**src/rtl/sdsu_pkg.sv**
```systemverilog
// rtl/sdsu_pkg.sv - shared state encoding, defaults and sizing helpers for the SDSU master
package sdsu_pkg;

  localparam int OP_W_DEFAULT  = 16;
  localparam int RES_W_DEFAULT = 32;
  localparam int TIMEOUT_MIN   = 20;
  localparam int SETTLE_MIN    = 1;

  typedef enum logic [2:0] {
    ST_SETTLE,
    ST_IDLE,
    ST_ISSUE,
    ST_WAIT_LOW,
    ST_WAIT_HIGH,
    ST_RESP,
    ST_ERR
  } sdsu_state_e;

  // Counter width able to hold the larger of the two terminal values.
  function automatic int cnt_width(input int a, input int b);
    int m;
    m = (a > b) ? a : b;
    return (m < 2) ? 1 : $clog2(m + 1);
  endfunction

endpackage

```
**src/rtl/sdsu_master_if.sv**
```systemverilog
// rtl/sdsu_master_if.sv - user request/response port and slave bus of sdsu_master
interface sdsu_master_if
  import sdsu_pkg::*;
#(
  parameter int OP_W  = OP_W_DEFAULT,
  parameter int RES_W = RES_W_DEFAULT
);
  logic             req_valid;
  logic             req_ready;
  logic [OP_W-1:0]  req_a;
  logic [OP_W-1:0]  req_b;
  logic             resp_valid;
  logic [RES_W-1:0] resp_data;
  logic             resp_err;
  logic             busy;
  logic             valid_signal;
  logic             start_calc;
  logic [OP_W-1:0]  A_in;
  logic [OP_W-1:0]  B_in;
  logic [RES_W-1:0] read_data;
  logic             ready_signal;

  modport master (
    input  req_valid, req_a, req_b, read_data, ready_signal,
    output req_ready, resp_valid, resp_data, resp_err, busy,
           valid_signal, start_calc, A_in, B_in
  );

  modport slave (
    output req_valid, req_a, req_b, read_data, ready_signal,
    input  req_ready, resp_valid, resp_data, resp_err, busy,
           valid_signal, start_calc, A_in, B_in
  );
endinterface

```
**src/rtl/sdsu_timer.sv**
```systemverilog
// rtl/sdsu_timer.sv - saturating up-counter, cleared while idle, flags when limit is reached
module sdsu_timer #(
  parameter int W = 8
) (
  input  logic         clk,
  input  logic         rst,
  input  logic         run,
  input  logic [W-1:0] limit,
  output logic         done
);
  logic [W-1:0] cnt_q;
  logic [W-1:0] cnt_d;

  assign done = (cnt_q >= limit);

  always_comb begin
    cnt_d = '0;
    if (run) begin
      cnt_d = done ? cnt_q : cnt_q + W'(1);
    end
  end

  always_ff @(posedge clk or posedge rst) begin
    if (rst) begin
      cnt_q <= '0;
    end else begin
      cnt_q <= cnt_d;
    end
  end
endmodule

```
**src/rtl/sdsu_master.sv**
```systemverilog
// rtl/sdsu_master.sv - SDSU multiply-slave initiator; product recovered as accumulator delta
module sdsu_master
  import sdsu_pkg::*;
#(
  parameter int OP_W       = OP_W_DEFAULT,
  parameter int RES_W      = RES_W_DEFAULT,
  parameter int TIMEOUT    = 64,
  parameter int SETTLE     = 24,
  parameter bit DELTA_MODE = 1'b1
) (
  input logic           clk,
  input logic           rst,
  sdsu_master_if.master bus
);
  localparam int TIMEOUT_EFF = (TIMEOUT < TIMEOUT_MIN) ? TIMEOUT_MIN : TIMEOUT;
  localparam int SETTLE_EFF  = (SETTLE < SETTLE_MIN) ? SETTLE_MIN : SETTLE;
  localparam int CNT_W       = cnt_width(TIMEOUT_EFF, SETTLE_EFF);

  sdsu_state_e      state_q, state_d;
  logic [OP_W-1:0]  a_q, a_d;
  logic [OP_W-1:0]  b_q, b_d;
  logic [RES_W-1:0] base_q, base_d;
  logic [RES_W-1:0] data_q, data_d;
  logic             req_ready_q, req_ready_d;
  logic             busy_q, busy_d;
  logic             issue_q, issue_d;
  logic             resp_valid_q, resp_valid_d;
  logic             resp_err_q, resp_err_d;

  logic             tmr_run;
  logic             tmr_done;
  logic [CNT_W-1:0] tmr_limit;

  // One counter serves both the post-reset settle window and the op timeout.
  assign tmr_run   = (state_q == ST_SETTLE) || (state_q == ST_WAIT_LOW) ||
                     (state_q == ST_WAIT_HIGH);
  assign tmr_limit = (state_q == ST_SETTLE) ? CNT_W'(SETTLE_EFF - 1)
                                            : CNT_W'(TIMEOUT_EFF - 1);

  sdsu_timer #(.W(CNT_W)) u_timer (
    .clk   (clk),
    .rst   (rst),
    .run   (tmr_run),
    .limit (tmr_limit),
    .done  (tmr_done)
  );

  always_comb begin
    state_d = state_q;
    a_d     = a_q;
    b_d     = b_q;
    base_d  = base_q;
    data_d  = data_q;
    case (state_q)
      ST_SETTLE: begin
        if (tmr_done) state_d = ST_IDLE;
      end
      ST_IDLE: begin
        if (bus.req_valid) begin
          state_d = ST_ISSUE;
          a_d     = bus.req_a;
          b_d     = bus.req_b;
          base_d  = bus.read_data;
        end
      end
      ST_ISSUE: state_d = ST_WAIT_LOW;
      ST_WAIT_LOW: begin
        // Only a clean low counts; a stale high or unknown keeps waiting.
        if (bus.ready_signal == 1'b0) state_d = ST_WAIT_HIGH;
        else if (tmr_done)            state_d = ST_ERR;
      end
      ST_WAIT_HIGH: begin
        if (bus.ready_signal == 1'b1) begin
          state_d = ST_RESP;
          data_d  = DELTA_MODE ? (bus.read_data - base_q) : bus.read_data;
        end else if (tmr_done) begin
          state_d = ST_ERR;
        end
      end
      ST_RESP: state_d = ST_IDLE;
      ST_ERR:  state_d = ST_SETTLE;
      default: state_d = ST_SETTLE;
    endcase

    req_ready_d  = (state_d == ST_IDLE);
    busy_d       = (state_d != ST_IDLE);
    issue_d      = (state_d == ST_ISSUE);
    resp_valid_d = (state_d == ST_RESP);
    resp_err_d   = (state_d == ST_ERR);
  end

  always_ff @(posedge clk or posedge rst) begin
    if (rst) begin
      state_q      <= ST_SETTLE;
      a_q          <= '0;
      b_q          <= '0;
      base_q       <= '0;
      data_q       <= '0;
      req_ready_q  <= 1'b0;
      busy_q       <= 1'b1;
      issue_q      <= 1'b0;
      resp_valid_q <= 1'b0;
      resp_err_q   <= 1'b0;
    end else begin
      state_q      <= state_d;
      a_q          <= a_d;
      b_q          <= b_d;
      base_q       <= base_d;
      data_q       <= data_d;
      req_ready_q  <= req_ready_d;
      busy_q       <= busy_d;
      issue_q      <= issue_d;
      resp_valid_q <= resp_valid_d;
      resp_err_q   <= resp_err_d;
    end
  end

  assign bus.req_ready    = req_ready_q;
  assign bus.busy         = busy_q;
  assign bus.valid_signal = issue_q;
  assign bus.start_calc   = issue_q;
  assign bus.A_in         = a_q;
  assign bus.B_in         = b_q;
  assign bus.resp_valid   = resp_valid_q;
  assign bus.resp_err     = resp_err_q;
  assign bus.resp_data    = data_q;
endmodule

```
**src/flat_wrapper.sv**
```systemverilog
// flat-port wrapper written by rule: the top's interface ports become plain ports
module sdsu_master_flat import sdsu_pkg::*;
#(
  parameter int OP_W       = OP_W_DEFAULT,
  parameter int RES_W      = RES_W_DEFAULT,
  parameter int TIMEOUT    = 64,
  parameter int SETTLE     = 24,
  parameter bit DELTA_MODE = 1'b1
)
  (clk, rst, bus_req_valid, bus_req_a, bus_req_b, bus_read_data, bus_ready_signal, bus_req_ready, bus_resp_valid, bus_resp_data, bus_resp_err, bus_busy, bus_valid_signal, bus_start_calc, bus_A_in, bus_B_in);
  sdsu_master_if #(.OP_W(OP_W), .RES_W(RES_W)) bus_i ();
  input logic clk;
  input logic rst;
  input wire logic [$bits(bus_i.req_valid)-1:0] bus_req_valid;
  input wire logic [$bits(bus_i.req_a)-1:0] bus_req_a;
  input wire logic [$bits(bus_i.req_b)-1:0] bus_req_b;
  input wire logic [$bits(bus_i.read_data)-1:0] bus_read_data;
  input wire logic [$bits(bus_i.ready_signal)-1:0] bus_ready_signal;
  output wire logic [$bits(bus_i.req_ready)-1:0] bus_req_ready;
  output wire logic [$bits(bus_i.resp_valid)-1:0] bus_resp_valid;
  output wire logic [$bits(bus_i.resp_data)-1:0] bus_resp_data;
  output wire logic [$bits(bus_i.resp_err)-1:0] bus_resp_err;
  output wire logic [$bits(bus_i.busy)-1:0] bus_busy;
  output wire logic [$bits(bus_i.valid_signal)-1:0] bus_valid_signal;
  output wire logic [$bits(bus_i.start_calc)-1:0] bus_start_calc;
  output wire logic [$bits(bus_i.A_in)-1:0] bus_A_in;
  output wire logic [$bits(bus_i.B_in)-1:0] bus_B_in;
  assign bus_i.req_valid = bus_req_valid;
  assign bus_i.req_a = bus_req_a;
  assign bus_i.req_b = bus_req_b;
  assign bus_i.read_data = bus_read_data;
  assign bus_i.ready_signal = bus_ready_signal;
  assign bus_req_ready = bus_i.req_ready;
  assign bus_resp_valid = bus_i.resp_valid;
  assign bus_resp_data = bus_i.resp_data;
  assign bus_resp_err = bus_i.resp_err;
  assign bus_busy = bus_i.busy;
  assign bus_valid_signal = bus_i.valid_signal;
  assign bus_start_calc = bus_i.start_calc;
  assign bus_A_in = bus_i.A_in;
  assign bus_B_in = bus_i.B_in;
  sdsu_master #(.OP_W(OP_W), .RES_W(RES_W), .TIMEOUT(TIMEOUT), .SETTLE(SETTLE), .DELTA_MODE(DELTA_MODE)) u_core (.clk(clk), .rst(rst), .bus(bus_i));
endmodule
```
**config.mk**
```make
export PLATFORM = sky130hd
export DESIGN_NAME = sdsu_master_flat
export DESIGN_NICKNAME = d
export VERILOG_FILES = /design/src/rtl/sdsu_pkg.sv /design/src/rtl/sdsu_master_if.sv /design/src/rtl/sdsu_timer.sv /design/src/rtl/sdsu_master.sv /design/src/flat_wrapper.sv
export SDC_FILE = /design/constraint.sdc
export NUM_CORES = 1
export LEC_CHECK = 0
export CORE_ASPECT_RATIO = 0.6
export CORE_MARGIN = 8
export CORE_UTILIZATION = 46
export DETAILED_ROUTE_END_ITERATION = 8
export PLACE_DENSITY = 0.89
export SLEW_MARGIN = 20
export SYNTH_ARGS = -nofsm -noshare
export SYNTH_HDL_FRONTEND = slang
export SYNTH_SLANG_ARGS = --single-unit
```
**constraint.sdc**
```tcl
create_clock -name clk -period 3.5 [get_ports clk]
set_clock_uncertainty 0.05 [all_clocks]
set_input_delay 0.35 -clock clk [delete_from_list [all_inputs] [get_ports clk]]
set_output_delay 0.35 -clock clk [all_outputs]
set_load 0.05 [all_outputs]
```
==> results of run 1 <==
-- metrics by stage --
stage,total power [mW],utilization,worst slack [ns],std cells
4_1_cts,7.98,0.612,0.606,923
6_report,7.94,0.612,0.581,923
3_3_place_gp,6.85,0.591,0.290,907
3_5_place_dp,6.97,0.591,0.248,907
5_1_grt,8.46,0.612,0.308,923
2_1_floorplan,5.55,-,0.171,619
-- cell usage in the layout (no fill, tap or decap), types with 4 or more instances in the layout --
cell type        instances
inv_1                   45
or3_1                    5
nor3b_1                  4
clkdlybuf4s50_1        137
nand2_1                 76
nand3_1                 10
nor3_1                  13
nor2_1                  24
a211o_1                  4
o21a_1                   9
and3_1                   8
o31ai_1                  9
a21o_1                  15
o21ai_0                 54
ha_1                    33
nand4_1                  6
o21ai_1                  5
mux2_2                  35
a21oi_1                 31
clkbuf_16                9
dfrtp_1                110
nor2b_1                  5
o211ai_1                 4
nand2b_1                 5
a211oi_1                 5
xnor2_1                  9
xor2_1                  12
-- path summary, 6_finish.rpt --
path                                                      start                                   end  slack, ns  cells after the start
setup / recovery                               bus_read_data[0]  u_core.bus.resp_data[30]$_DFFE_PP0P_       0.58                     11
hold / removal                                              rst       u_core.bus.A_in[10]$_DFFE_PP0P_       0.31                      2
setup reg to reg                   u_core.base_q[0]$_DFFE_PP0P_  u_core.bus.resp_data[30]$_DFFE_PP0P_       0.74                      9
hold reg to reg            u_core.bus.resp_data[11]$_DFFE_PP0P_  u_core.bus.resp_data[11]$_DFFE_PP0P_       0.44                      2
max in group asynchronous                                   rst   u_core.bus.resp_data[8]$_DFFE_PP0P_       2.31                      3
min in group clk           u_core.bus.resp_data[11]$_DFFE_PP0P_  u_core.bus.resp_data[11]$_DFFE_PP0P_       0.44                      2
-- sequential cells by signal, indices dropped and copies added (netlist names) --
register	cells
u_core.bus.A_in	16
u_core.bus.req_ready	1
u_core.base_q	32
u_core.bus.busy	1
u_core.bus.start_calc	1
u_core.bus.B_in	16
u_core.bus.resp_data	32
u_core.bus.resp_valid	1
u_core.state_q	3
u_core.bus.resp_err	1
u_core.u_timer.cnt_q	7
-- cell families after synthesis --
family / Yosys count
simple gates: 175
compound gates: 170
flops: 111
buf+inv: 71
mux: 36
fa+ha+maj: 35
xor+xnor: 21
-- cell type report --
class	instances	area [µm²]
multi-input combinational	437	3010
clock inverter	6	45.0
clock buffer	10	229
sequential	111	2780
inverter	47	179
tap	170	213
fill	1052	5000
timing repair buffer	142	1430
-- per-layer routing --
metal	up-vias	track usage	wire (µm)
met5	-	0	55
met4	8	0.0327	116
met3	19	0.0921	1990
met2	190	0.280	6780
met1	2436	0.231	6880
li1	2446	-	-
-- power breakdown --
| part | switching (mW) | internal, mW |
|---|---|---|
| combinational | 3.02 | 1.79 |
| sequential | 0.310 | 1.85 |
| clock | 0.476 | 0.489 |
-- worst reg2reg max path: stages, from the launching register on --
cell       delay, ns
dfrtp_1         0.38
ha_1            0.21
fa_1            0.39
nand2b_1        0.18
a21oi_1         0.35
o211a_4         0.26
o31ai_4         0.09
a2111oi_1       0.48
nor3_1          0.08
o31ai_1         0.19
==> summary.txt, run 1 <==
Route
  • Routed Antenna Nets: 0
  • Starting DRC count in detailed routing: 308
  • DR WL/cell: 17.1 µm
  • Vias post-DR: 5099
  • Total Routed Length: 15.8 mm
  • Number of vias per cell: 5.52
  • DRC errors left: 0
  • Drt first pass iters: 5

Yosys
  • Number of synthesized flops with an enable pin: 0
  • Top post-synthesis cells by count: dfrtp_1, nand2_1, o21ai_0
  • Register area share after synthesis: 0.457
  • Most common cell in the synthesized netlist: dfrtp_1
  • Async SR Flop Fraction: 1.00
  • Compound-gate portion of the synthesized area: 0.185
  • Most used DFF post-synth: dfrtp_1
  • Top-area cell type share of the netlist area: 0.453
  • Area contributors post-synth: dfrtp_1, ha_1, mux2_2, nand2_1, o21ai_0
  • Library cells used by synthesis: 70
  • Post-Synth Adder-Cell Area: 0.0729
  • Post-Syn Nets: 721
  • Mux share of post-synthesis cell area: 0.0665
  • Area of the mapped netlist: 6080 µm²
  • Seq cells post-synth: 111
  • XOR/XNOR Fraction of Synth Area: 0.0303
  • Syn Inst Count: 619
  • Synth warnings: 0
  • Syn Area/Cell: 9.82 µm²
  • Main combinational cell family by area after synthesis: compound AO/OA/AOI/OAI gates
  • Synth area leader: dfrtp_1
  • Synth Area in Simple Gates: 0.140

Timing
  • RSZ-0062 raised after global routing: no
  • Worst-margin pin slew: 0.557 ns
  • Sum Neg Setup Slack: 0 ns
  • Final Cycle Share: 0.834
  • Peak Freq: 343 MHz
  • Hold_ws: 0.308 ns
  • Final setup fails: 0
  • Final hold violations: 0
  • Final Max Tran Viols: 0
  • Slew HR: 0.628
  • Crit path time final: 2.92 ns

Global routing
  • Initial antenna violation count: 4
  • Overflow after GRT: 0
  • Number of global-route vias before repair: 5194
  • Global-route wire length before repair: 25.8 mm
  • GRT Total Usage: 0.183
  • Largest net degree at the start of global routing: 97

Critical path
  • Crit path buf inv count: 2
  • Worst setup SP type: input port
  • Max incr delay on CP: 0.48 ns
  • Crit path max fanout: 4
  • Crit path cell chain: clkdlybuf4s50_1, inv_1, ha_1, fa_1, nand2b_1, a21oi_1, o211a_4, o31ai_4, a2111oi_1, nor3_1, o31ai_1
  • Setup Crit Path Kind: input port to register
  • Max stage delay cell, worst path: clkdlybuf4s50_1
  • Worst setup EP type: register
  • Delay-heaviest family, CP: compound AO/OA/AOI/OAI gates
  • Crit path required time: 3.70 ns
  • Worst Path Arrival: 3.12 ns

Placement
  • DP Area: 7620 µm²
  • Port bufs: 137
  • DPL Wire Length: 12.0 mm
  • RD Place Congestion: 0.841

Finish
  • Area grow syn2layout: 29.8%
  • Design area: 7890 µm²
  • Final net count: 850
  • N_diodes: 0
  • Share of cells above drive strength 1: 0.0930

Power and ir drop
  • Maximum vdd drop: 0.000635 V
  • Pwr dens: 1010 nW/µm²
  • P_leak: 3.47 nW

CTS
  • Total CTS buffers: 9
  • CTS Sinks: 111
  • Post-CTS Setup Bufs: 0
  • Clock-pin slew on the worst setup and hold paths: 0.08 ns
  • CTS tree: yes
  • Cts hold-fix bufs: 0
  • CTS resizes: 0
  • CTS Buffer Depth: 2
  • Clk_lat worst skew: 0.35 ns
  • H-tree depth: 3
  • Root Buffer: clkbuf_16

Die
  • Row cnt: 32
  • I/O pin total: 138
  • Die W: 164 µm
  • Initial core utilization: 0.471
  • Area of the die: 17300 µm²
  • Core area: 12900 µm²
  • Die Span Y: 105 µm

Outcome
  • Status: finished, final reports clean

Job
  • Max-Cap Viols: 0

Min path
  • Hold crit path type: input port to asynchronous set/reset pin
No activity file was read; power rests on OpenSTA's default activity.
==> run 2: changes to the inputs <==
- CORE_UTILIZATION: 46 -> 51
- PLACE_DENSITY: 0.89 -> 0.93
- clock period: 3.5 -> 2.93 ns (I/O delays scaled with it)
==> run 2 against run 1 <==
- wire length up 6.5%
- sequential power up 20%
- setup slack worse by 0.44 ns
- first-iteration DRC count up 9.4%
- final area up 2.8%
- global-route usage up 3.5 points
- register-to-register slack worse by 0.54 ns
- sequential share of layout area down 0.95 points
- via count up 4.1%
- die area down 8.6%
- non-clock buffer count up 25
- critical endpoint unchanged
- largest cell class unchanged
- highest routed layer unchanged
==> summary.txt, run 2 (synthesis gave the netlist of run 1 again) <==
Power and ir drop
  • Net Sw Power: 4.74 mW
  • Sequential share of power: 0.260
  • Maximum vdd drop: 0.000780 V
  • Clock power frac: 0.132
  • Sw Share: 0.476
  • Comb pwr share: 0.608
  • Pwr dens: 1230 nW/µm²
  • P_leak: 3.60 nW
  • Internal: 5.22 mW

Timing
  • Final hold violations: 0
  • Sum Neg Setup Slack: 0 ns
  • Crit path time final: 2.79 ns
  • Final Max Tran Viols: 0
  • RSZ-0062 raised after global routing: no
  • Final setup fails: 0
  • Final Cycle Share: 0.951
  • Worst-margin pin slew: 0.655 ns
  • Peak Freq: 359 MHz
  • Hold_ws: 0.322 ns
  • Final setup margin: 0.144 ns
  • Slew HR: 0.563

Finish
  • N_diodes: 0
  • Area grow syn2layout: 33.4%
  • Non-filler instance count after layout: 943
  • Commonest non-fill, non-tap cell in the layout: clkdlybuf4s50_1
  • Most frequent cells in the layout: clkdlybuf4s50_1, dfrtp_1, nand2_1, o21ai_0, inv_1
  • Share of cells above drive strength 1: 0.126
  • Design area: 8110 µm²
  • Final net count: 875

Critical path
  • Crit path required time: 3.13 ns
  • Origin of the critical flop-to-flop path: u_core.base_q[9]$_DFFE_PP0P_
  • Worst setup SP type: input port
  • Worst setup EP type: register
  • FF-to-FF End: u_core.bus.resp_data[28]$_DFFE_PP0P_
  • Worst Path Arrival: 2.99 ns
  • Crit path max fanout: 3
  • Crit path from: bus_read_data[0]
  • FF-to-FF path depth: 9
  • FF-to-FF setup slack: 0.20 ns
  • Setup Crit Path Kind: input port to register

CTS
  • Cts hold-fix bufs: 0
  • CTS Sinks: 111
  • Clk_lat worst skew: 0.35 ns
  • Total CTS buffers: 9
  • H-tree depth: 3
  • Post-CTS Setup Bufs: 0
  • CTS resizes: 0
  • Root Buffer: clkbuf_16
  • CTS Buffer Depth: 2
  • CTS tree: yes
  • Clock-pin slew on the worst setup and hold paths: 0.08 ns

Die
  • Area of the die: 15800 µm²
  • I/O pin total: 138
  • Row cnt: 31
  • Die Span Y: 101 µm
  • Core area: 11800 µm²
  • Die W: 157 µm
  • Initial core utilization: 0.514

Route
  • Routed Antenna Nets: 0
  • Number of vias per cell: 5.63
  • Drt first pass iters: 5
  • DRC errors left: 0
  • Vias post-DR: 5307
  • DR WL/cell: 17.9 µm
  • Starting DRC count in detailed routing: 337
  • Total Routed Length: 16.9 mm

Outcome
  • Status: finished, final reports clean

Global routing
  • GRT Total Usage: 0.218
  • Initial antenna violation count: 1
  • Number of global-route vias before repair: 5555
  • Overflow after GRT: 0
  • Global-route wire length before repair: 27.5 mm
  • Largest net degree at the start of global routing: 39

Placement
  • RD Place Congestion: 0.903
  • DP Area: 7790 µm²
  • Port bufs: 137
  • Place WS: -0.246 ns
  • DPL Wire Length: 12.8 mm
  • Placed insts: 927

Job
  • Max-Cap Viols: 0

Min path
  • Hold crit path type: input port to asynchronous set/reset pin
-- run 2: worst max-delay path by stage --
stage	endpoint	slack, ns	cells past startpoint
after global routing	u_core.bus.resp_data[30]$_DFFE_PP0P_	0.009	11
final	u_core.bus.resp_data[30]$_DFFE_PP0P_	0.14	11
after CTS	u_core.bus.resp_data[14]$_DFFE_PP0P_	0.11	12
after floorplan	u_core.bus.resp_data[30]$_DFFE_PP0P_	0.47	9
after global placement	u_core.bus.resp_data[14]$_DFFE_PP0P_	-0.14	12
after detailed placement	u_core.bus.resp_data[14]$_DFFE_PP0P_	-0.25	12
-- run 2: power by group through the flow --
stage	sequential [mW]	combinational, mW	clock (mW)
CTS	2.59	6.00	1.33
global route	2.67	6.50	1.39
finish	2.59	6.05	1.31
floorplan	4.02	2.62	0
global placement	2.56	5.77	0
detailed placement	2.61	5.96	0
-- run 2: metrics by stage --
stage | power, mW | util
2_1_floorplan | 6.63 | -
3_3_place_gp | 8.32 | 0.658
3_5_place_dp | 8.57 | 0.658
4_1_cts | 9.93 | 0.685
5_1_grt | 10.6 | 0.685
6_report | 9.96 | 0.685
-- run 2: routing by layer --
metal / global-route usage / part of all wire
met1: 0.271 / 0.43
met2: 0.345 / 0.45
met3: 0.0920 / 0.11
met4: 0.0514 / 0.013
met5: 0 / 0.00053
-- run 2: worst max-delay path, stage by stage --
cell,delay [ns]
clkdlybuf4s50_1,0.48
inv_1,0.05
ha_1,0.25
fa_1,0.40
nand2b_1,0.19
a21oi_2,0.22
o211a_4,0.22
o31ai_4,0.09
a2111oi_1,0.48
nor3_1,0.09
o31ai_1,0.23
-- run 2: final cells by class --
cell class	count	area, µm²
clock inverter	6	75.1
tap	165	206
multi-input combinational	437	3020
fill	863	3720
inverter	47	180
timing repair buffer	167	1610
clock buffer	10	239
sequential	111	2780
==> run 3: changes to the inputs <==
- CORE_MARGIN: 8 -> unset
- PLACE_DENSITY: 0.93 -> 0.81
==> run 3 against run 2 <==
- final area shrank 0.12%
- worst hold slack improved by 0.035 ns
- total power shrank 1.1%
- via count decreased by 2.0%
- setup slack worse by 0.0022 ns
- critical path type unchanged
- register-to-register slack improved by 0.03 ns
- non-clock buffer count up 1
- cell count fell by 0.42%
- sequential share of layout area hardly changed
==> summary.txt, run 3 (synthesis gave the netlist of run 1 again) <==
Outcome
  • Status: finished, final reports clean

Global routing
  • GRT Total Usage: 0.266
  • Initial antenna violation count: 0
  • Global-route wire length before repair: 25.6 mm
  • Most crowded layer after global routing: met2
  • Largest net degree at the start of global routing: 47
  • Grt met3 use: 0.0845
  • Overflow after GRT: 0
  • Number of global-route vias before repair: 5204
  • Met1 Use GR: 0.349
  • Met2 GRT Util: 0.437

Placement
  • DPL Wire Length: 11.8 mm
  • Port bufs: 137
  • RD Place Congestion: 0.929
  • DP Area: 7790 µm²
  • Placed insts: 923

Finish
  • Final net count: 876
  • Non-filler instance count after layout: 939
  • Area occupied by multi-input gates: 3020 µm²
  • Filler Cell Count: 865
  • Share of cells above drive strength 1: 0.125
  • Area grow syn2layout: 33.2%
  • Reg area: 2780 µm²
  • N_diodes: 0
  • Commonest non-fill, non-tap cell in the layout: clkdlybuf4s50_1
  • Most frequent cells in the layout: clkdlybuf4s50_1, dfrtp_1, nand2_1, o21ai_0, inv_1
  • Design area: 8100 µm²

Timing
  • Final hold violations: 0
  • Final setup fails: 0
  • Worst-margin pin slew: 0.746 ns
  • Final Cycle Share: 0.951
  • Peak Freq: 359 MHz
  • Sum Neg Setup Slack: 0 ns
  • Hold_ws: 0.357 ns
  • Final Max Tran Viols: 0
  • Crit path time final: 2.79 ns
  • Slew HR: 0.502
  • RSZ-0062 raised after global routing: no

Min path
  • Hold crit path type: input port to asynchronous set/reset pin

CTS
  • Root Buffer: clkbuf_16
  • Clock-pin slew on the worst setup and hold paths: 0.08 ns
  • Clk_lat worst skew: 0.35 ns
  • Total CTS buffers: 9
  • H-tree depth: 3
  • Cts hold-fix bufs: 0
  • CTS Buffer Depth: 2
  • CTS tree: yes
  • CTS Sinks: 111

Critical path
  • Crit path from: bus_read_data[0]
  • Worst setup path endpoint: u_core.bus.resp_data[14]$_DFFE_PP0P_
  • Setup Crit Path Kind: input port to register
  • Max incr delay on CP: 0.48 ns
  • Delay-heaviest family, CP: simple AND/OR/NAND/NOR gates
  • FF-to-FF End: u_core.bus.resp_data[29]$_DFFE_PP0P_
  • Origin of the critical flop-to-flop path: u_core.base_q[1]$_DFFE_PP0P_
  • FF-to-FF setup slack: 0.23 ns
  • Max stage delay cell, worst path: clkdlybuf4s50_1
  • Worst setup SP type: input port
  • Crit path buf inv count: 3
  • Crit path cell chain: clkdlybuf4s50_1, inv_1, ha_1, fa_1, nand2b_1, a21oi_2, buf_4, o211ai_1, a21oi_1, a21oi_1, or4b_1, nand3_1
  • Cell mode on critical path: a21oi_1
  • FF-to-FF path depth: 9
  • Crit path max fanout: 3
  • Crit path required time: 3.16 ns
  • Worst Path Arrival: 3.02 ns
  • Worst setup EP type: register
  • Worst path depth: 12

Route
  • Routed Antenna Nets: 0
  • Starting DRC count in detailed routing: 255
  • Vias post-DR: 5200
  • Drt first pass iters: 5
  • DR WL/cell: 16.5 µm
  • DRC errors left: 0
  • Total Routed Length: 15.5 mm
  • Number of vias per cell: 5.54

Die
  • I/O pin total: 138
  • Die W: 143 µm
  • Core area: 11400 µm²
  • Row cnt: 30
  • Die Span Y: 86.6 µm
  • Area of the die: 12400 µm²
  • Initial core utilization: 0.531

Power and ir drop
  • Overall power: 9.85 mW
  • Pwr dens: 1220 nW/µm²
  • P_leak: 3.61 nW
  • Maximum vdd drop: 0.000904 V

Job
  • Max-Cap Viols: 0
run 3: area by class of cell:
class / count / area share
Sequential cell: 111 / 0.343
Inverter: 47 / 0.0222
Timing Repair Buffer: 168 / 0.200
Tap cell: 160 / 0.0247
Multi-Input combinational cell: 437 / 0.372
Clock buffer: 10 / 0.0283
Clock inverter: 6 / 0.00958
run 3: repair_timing:
| item | in CTS | in global routing |
|---|---|---|
| setup buffers | 0 | 0 |
| endpoints found under the setup margin | 0 | 1 |
| gates resized for setup | 0 | 1 |
run 3: power by group:
part / total, mW / switching, mW / internal, mW
combinational: 6.00 / 3.69 / 2.30
sequential: 2.58 / 0.365 / 2.21
clock: 1.27 / 0.593 / 0.681
run 3: worst register-to-register path, cell delays in order, from the launching register on:
cell and delay, ns:
dfrtp_1 0.39, inv_1 0.07, ha_1 0.27, nor2b_1 0.14, o31a_1 0.28, o2111ai_1 0.31, a21oi_1 0.17, nor3_1 0.46
a2111oi_0 0.18, nand3b_1 0.23
run 3: worst min-delay path by stage:
stage                                              from                                  end  slack (ns)
detailed placement  u_core.bus.resp_data[8]$_DFFE_PP0P_  u_core.bus.resp_data[8]$_DFFE_PP0P_        0.42
floorplan                              bus_ready_signal          u_core.state_q[0]$_DFF_PP0_        0.36
global placement    u_core.bus.resp_data[1]$_DFFE_PP0P_  u_core.bus.resp_data[1]$_DFFE_PP0P_        0.41
finish                                              rst       u_core.bus.A_in[7]$_DFFE_PP0P_        0.36
CTS                                                 rst       u_core.bus.A_in[7]$_DFFE_PP0P_        0.38
global route                                        rst       u_core.bus.A_in[7]$_DFFE_PP0P_        0.41
run 3: layer usage:
layer	share of wire	wire length (µm)	vias up
li1	-	-	2488
met1	0.46	7060	2513
met2	0.46	7150	187
met3	0.077	1190	12
met4	0.0064	99	0
met5	0	0	-
run 3: through the flow:
stage,utilization,setup slack [ns]
3_5_place_dp,0.680,-0.259
4_1_cts,0.707,0.109
5_1_grt,0.707,0.0288
2_1_floorplan,-,0.472
3_3_place_gp,0.680,-0.117
6_report,0.707,0.142
